**src/rtl/dwf_sign_restore.sv**
```systemverilog
// Sign restore stage: rebuilds a saturating two's-complement word from magnitude and sign,
// registered behind a single-entry valid/ready pipeline with a saturation event counter.
module dwf_sign_restore #(
  parameter int N     = 8,
  parameter int CNT_W = 8
) (
  input  logic             clk,
  input  logic             rst,
  input  logic             in_valid,
  output logic             in_ready,
  input  logic [N-1:0]     mag,
  input  logic             sign,
  output logic             out_valid,
  input  logic             out_ready,
  output logic [N-1:0]     opb,
  output logic             sat,
  output logic [CNT_W-1:0] sat_cnt,
  input  logic             cnt_clr
);

  logic             accept;
  logic [N-1:0]     conv_opb;
  logic             conv_sat;
  logic [CNT_W-1:0] cnt_next;

  assign in_ready = !out_valid || out_ready;
  assign accept   = in_valid && in_ready;

  // Positive overflow is any magnitude with the top bit set; negative overflow
  // needs the top bit plus any lower bit, since exactly 2^(N-1) maps to MINN.
  always_comb begin
    conv_opb = '0;
    conv_sat = 1'b0;
    if (!sign) begin
      if (mag[N-1]) begin
        conv_opb = {1'b0, {(N-1){1'b1}}};
        conv_sat = 1'b1;
      end else begin
        conv_opb = mag;
      end
    end else begin
      if (mag[N-1] && (|mag[N-2:0])) begin
        conv_opb = {1'b1, {(N-1){1'b0}}};
        conv_sat = 1'b1;
      end else begin
        conv_opb = (~mag) + 1'b1;
      end
    end
  end

  // Clear is applied first so a same-cycle saturating accept still counts.
  always_comb begin
    cnt_next = cnt_clr ? '0 : sat_cnt;
    if (accept && conv_sat && (cnt_next != '1))
      cnt_next = cnt_next + 1'b1;
  end

  always_ff @(posedge clk) begin
    if (rst) begin
      out_valid <= 1'b0;
      opb       <= '0;
      sat       <= 1'b0;
      sat_cnt   <= '0;
    end else begin
      sat_cnt <= cnt_next;
      if (accept) begin
        out_valid <= 1'b1;
        opb       <= conv_opb;
        sat       <= conv_sat;
      end else if (out_ready) begin
        out_valid <= 1'b0;
      end
    end
  end

endmodule

```
**config.mk**
```make
export PLATFORM = sky130hd
export DESIGN_NAME = dwf_sign_restore
export DESIGN_NICKNAME = d
export VERILOG_FILES = /design/src/rtl/dwf_sign_restore.sv
export SDC_FILE = /design/constraint.sdc
export NUM_CORES = 1
export LEC_CHECK = 0
export CAP_MARGIN = 25
export CORE_MARGIN = 5
export CORE_UTILIZATION = 50
export CTS_CLUSTER_SIZE = 30
export DETAILED_ROUTE_END_ITERATION = 10
export GPL_ROUTABILITY_DRIVEN = 0
export PLACE_DENSITY = 0.9
export SYNTH_ARGS = -nofsm -noshare
export SYNTH_HDL_FRONTEND = slang
export SYNTH_SLANG_ARGS = --single-unit
```
**constraint.sdc**
```tcl
create_clock -name clk -period 4.81 [get_ports clk]
set_input_delay 0.962 -clock clk [delete_from_list [all_inputs] [get_ports clk]]
set_output_delay 0.962 -clock clk [all_outputs]
set_load 0.02 [all_outputs]
```
Word level (Yosys, flattened, before mapping)

Index checks and enable logic that the tools add are counted.

Memory bits (read-only): 0
Memories kept: 0
Bits in latches: 0
RAM bits: 0
Word-level logic and storage cells: 26
Input bits: 14
Output and inout bits: 19
Register bits after elaboration: 18

Bitwise logic cells: 1
Multiplexer cells: 10
Magnitude comparators: 0
Shift operators: 0
$mul: 0
Divide/modulo/power cells: 0
Eq/ne operators: 1
Add/subtract/negate cells: 2
Reductions and logical operators: 8

Operator list:

| operator              | number |
|---|---|
| $mux W8               | 4 |
| $add A8 B1 Y8 const B | 2 |
| $ne A8 B8 Y1 const B  | 1 |
| $not A8 Y8            | 1 |
| $mux W7               | 1 |
| $reduce_or A7 Y1      | 1 |
| $mux W1               | 5 |
| $logic_and A1 B1 Y1   | 4 |
| $reduce_bool A2 Y1    | 1 |
| $logic_not A1 Y1      | 1 |
| $logic_or A1 B1 Y1    | 1 |

Depth between registers and ports, before layout

Word-level depth: 7
Depth in mapped cells: 7
Gate-level depth less buffers: 6

Worst setup path after synthesis

No wires, ideal clock.

Path type: input to register
Start point: input port cnt_clr
End point: register sat_cnt[4]
Data required time: 4.675 ns
Setup time: 0.135 ns
Stages on the path: 7
Buffers on the path: 1
Path slack: 2.379 ns
Data arrival time: 2.296 ns
Path through: clkbuf_1 nor2b_1 ha_1 and4_1 and3_1 o311ai_0 o41ai_1

Cells in the longest elaborated chain, start to end: 4
Elaborated cells between the ends (all ways): 5
Classes of those cells: add/sub (1); eq/ne (1); mux (2); reduce/logical (1)

Ends and longest elaborated chain:

| element                                                               | line | text |
|---|---|---|
| from (decl)                                                           | 18   | `input logic cnt_clr` |
| $mux W8 (*)                                                           | 53   | `cnt_next = cnt_clr ? '0 : sat_cnt;` |
| parallel branches: the longest is 2 deep, another holds $add A8 B1 Y8 | --   |  |
| $mux W8 (*)                                                           | 54   | `if (accept && conv_sat && (cnt_next != '1))` |
| to (signal assigned)                                                  | 65   | `sat_cnt <= cnt_next;` |
| to (decl)                                                             | 17   | `output logic [CNT_W-1:0] sat_cnt,` |

Every way passes the cells marked *.
A chain may end at the register's enable or synchronous reset.

Final worst setup path

Start point: input port out_ready
End point: output port in_ready

Cells in the longest elaborated chain, start to end: 1

Ends and longest elaborated chain:

| element            | line | text |
|---|---|---|
| from (decl)        | 14   | `input logic out_ready,` |
| $logic_or A1 B1 Y1 | 26   | `assign in_ready = !out_valid \|\| out_ready;` |
| to (decl)          | 10   | `output logic in_ready,` |

Every way passes these cells.

==> impl_metrics.py <==
metrics = {
    "critical_path": {
        "critPathLaunch": "out_ready",
        "cp-end-kind": "output port",
        "cp_slowest_stage_delay_ns": 0.57,
        "slowest_stage": "clkdlybuf4s50_1",
        "crit_path_max_fanout": 6,
        "path_cells": "clkdlybuf4s50_1 -> nor2b_1 -> inv_1 -> clkdlybuf4s50_1",
        "crit_top_cell": "clkdlybuf4s50_1",
        "worst_ep_arrival_time_ns": 2.46,
        "crit_path_start_kind": "input port",
        "path_class": "input port to output port",
        "r2r_start": "out_valid$_SDFFE_PP0P_",
        "cp.required_ns": 3.85,
    },
    "clock_network": {
        "cts_root_buf": "clkbuf_4",
        "holdBufCountCts": 0,
        "clk_path_buf_depth": 2,
        "cts_made_buffers": 3,
        "cts_resized": 0,
        "worstSkewPairLatency_ns": 0.30,
        "postCtsSetupBuffers": 0,
        "clkSlewWorstSetupHoldPaths_ns": 0.11,
        "cts_tree": "yes",
        "htree_levels": 1,
        "clkSinkCount": 18,
    },
    "yosys": {
        "synth_nets": 159,
        "synth_edf_count": 0,
        "synth.most_common_cell": "dfxtp_1",
        "ys_warn_count": 0,
        "ys.flop_type": "dfxtp_1",
        "post_synth.cell_area_avg_um2": 8.08,
        "synth_area_mm2": 0.00115,
        "yosys-top-cells-area": "dfxtp_1 (31%), a21oi_1 (4.3%), nor2_1 (4.2%)",
        "synthDominantCellAreaShare": 0.312,
        "synth_top_cells_by_count": "dfxtp_1 (18), nor2_1 (13), a21oi_1 (10), nand2_1 (10), inv_1 (9)",
        "async_reset_ff_frac": 0,
        "yosysTopAreaCell": "dfxtp_1",
        "ys_seq_area_frac": 0.312,
        "ys_types": 46,
        "ys_ff_latch": 18,
        "syn_inst": 143,
    },
    "timing": {
        "tightest_slew_ns": 0.950,
        "post-route-period-util": 0.711,
        "drv_slew": 0,
        "fin_skew_ns": 0.00705,
        "setup_viol_count_final": 0,
        "hold_viol": 0,
        "finalSetupTns_ns": 0,
        "period_needed_ns": 3.42,
        "slew-limit-headroom": 0.365,
        "setup_ws_ns": 1.39,
        "grt_setup_unrepaired": "false",
        "fmax_ghz": 0.292,
    },
    "final_layout": {
        "n_antenna_cell": 0,
        "drive_gt1_frac": 0.0690,
        "final_nets": 191,
        "multiInputGateArea_um2": 741,
        "regArea_um2": 360,
        "area_delta_synth_final_pct": 32.2,
        "nFillCells": 184,
        "fin_cells": 202,
    },
    "die": {
        "start_util": 0.522,
        "die_h_um": 58.1,
        "ios": 33,
        "fp.dieW_um": 58.1,
        "dieArea_mm2": 0.00337,
        "coreArea_mm2": 0.00221,
        "rows": 17,
    },
    "global_routing": {
        "grt_pass1_wl_um": 5200,
        "antenna_found_initial": 0,
        "gr-total-overflow": 0,
        "grt_max_degree": 17,
        "grt_pass1_vias": 1183,
        "grt_use_total": 0.195,
    },
    "pwr": {
        "power_leakage_nw": 0.549,
        "peakVddDrop_mv": 0.160,
        "cellPowerDensity_mw_per_mm2": 222,
    },
    "routing": {
        "vias": 1293,
        "dr.first_iter.drc_count": 51,
        "viasPerCell": 6.40,
        "drc": 0,
        "firstDrtPassIters": 4,
        "drtAntennaViolNets": 0,
        "wire_per_inst_um": 16.4,
        "wl_um": 3310,
    },
    "placement": {
        "io_buffers": 32,
        "dp_hpwl_um": 2370,
        "dp_slack_ns": 1.41,
        "dpl.cell_count": 198,
    },
    "min_path": {
        "worstHoldStart": "sat$_SDFFE_PP0P_",
        "worstHoldPathType": "flop to flop",
    },
    "run_status": {
        "status": "finished, final reports clean",
    },
    "job": {
        "max_cap_violations": 0,
    },
}
area by class of cell:
| class | count | share of cell area |
|---|---|---|
| Sequential cell | 18 | 0.236 |
| Inverter | 9 | 0.0221 |
| Clock buffer | 4 | 0.0238 |
| Timing Repair Buffer | 32 | 0.210 |
| Multi-Input combinational cell | 111 | 0.485 |
| Tap cell | 28 | 0.0230 |
critical path, delay by kind of cell:
| kind | cells | cell delay (ns) |
|---|---|---|
| buffers and inverters | 3 | 1.15 |
| and+or+nand+nor | 1 | 0.34 |
placed cells by master, fill, tap and decap left out, types with 2 or more instances in the layout:
cell type	count
nand4b_1	2
a21oi_1	10
ha_1	2
o21ai_2	2
o311ai_0	3
and2_1	2
mux2_1	2
clkdlybuf4s50_1	32
nor2_1	13
mux2i_1	2
o22ai_1	2
inv_1	9
or3_1	2
nand2_1	10
nand3_1	5
nor3_1	5
dfxtp_1	18
nand3b_1	2
and3_1	3
o21ai_0	5
nor4_1	3
nand4_1	6
nor2b_1	5
o41ai_1	4
clkbuf_4	3
cells by family after synthesis:
| family | after synthesis | synth area share |
|---|---|---|
| xor gates and xnor gates | 1 | 0.00759 |
| adders and majority gates | 2 | 0.0217 |
| and+or+nand+nor | 65 | 0.314 |
| buffers and inverters | 14 | 0.0466 |
| muxes | 4 | 0.0368 |
| AOI/OAI and AO/OA | 39 | 0.261 |
| DFF | 18 | 0.312 |
through the flow:
stage	power [mW]	util	hold slack [ns]	area (um2)
floorplan	0.207	-	0.528	1150
global placement	0.242	0.674	0.443	1490
detailed placement	0.244	0.674	0.450	1490
CTS	0.339	0.690	0.466	1530
global route	0.355	0.690	0.492	1530
finish	0.339	0.690	0.461	1530
routing by layer:
layer  share of wire  up-vias  track usage
li1                -      610            -
met5               0        -            0
met3           0.090       12       0.0445
met2            0.47       82        0.300
met4           0.030        0        0.109
met1            0.41      589        0.250
state kept, by name (all words and copies together) (netlist names):
signal	count
opb	8
out_valid	1
sat	1
sat_cnt	8
report_power, final:
| group | switching (mW) | internal (mW) | total, mW |
|---|---|---|---|
| clock network | 0.0502 | 0.0462 | 0.0964 |
| logic | 0.0465 | 0.0363 | 0.0828 |
| registers | 0.00364 | 0.156 | 0.159 |
path summary, 6_finish.rpt:
check	to	slack (ns)	cells after the start
setup / recovery	in_ready	1.39	4
hold / removal	sat$_SDFFE_PP0P_	0.46	2
setup reg to reg	sat_cnt[0]$_SDFF_PP0_	2.92	4
hold reg to reg	sat$_SDFFE_PP0P_	0.46	2
No activity file was read; power rests on OpenSTA's default activity.
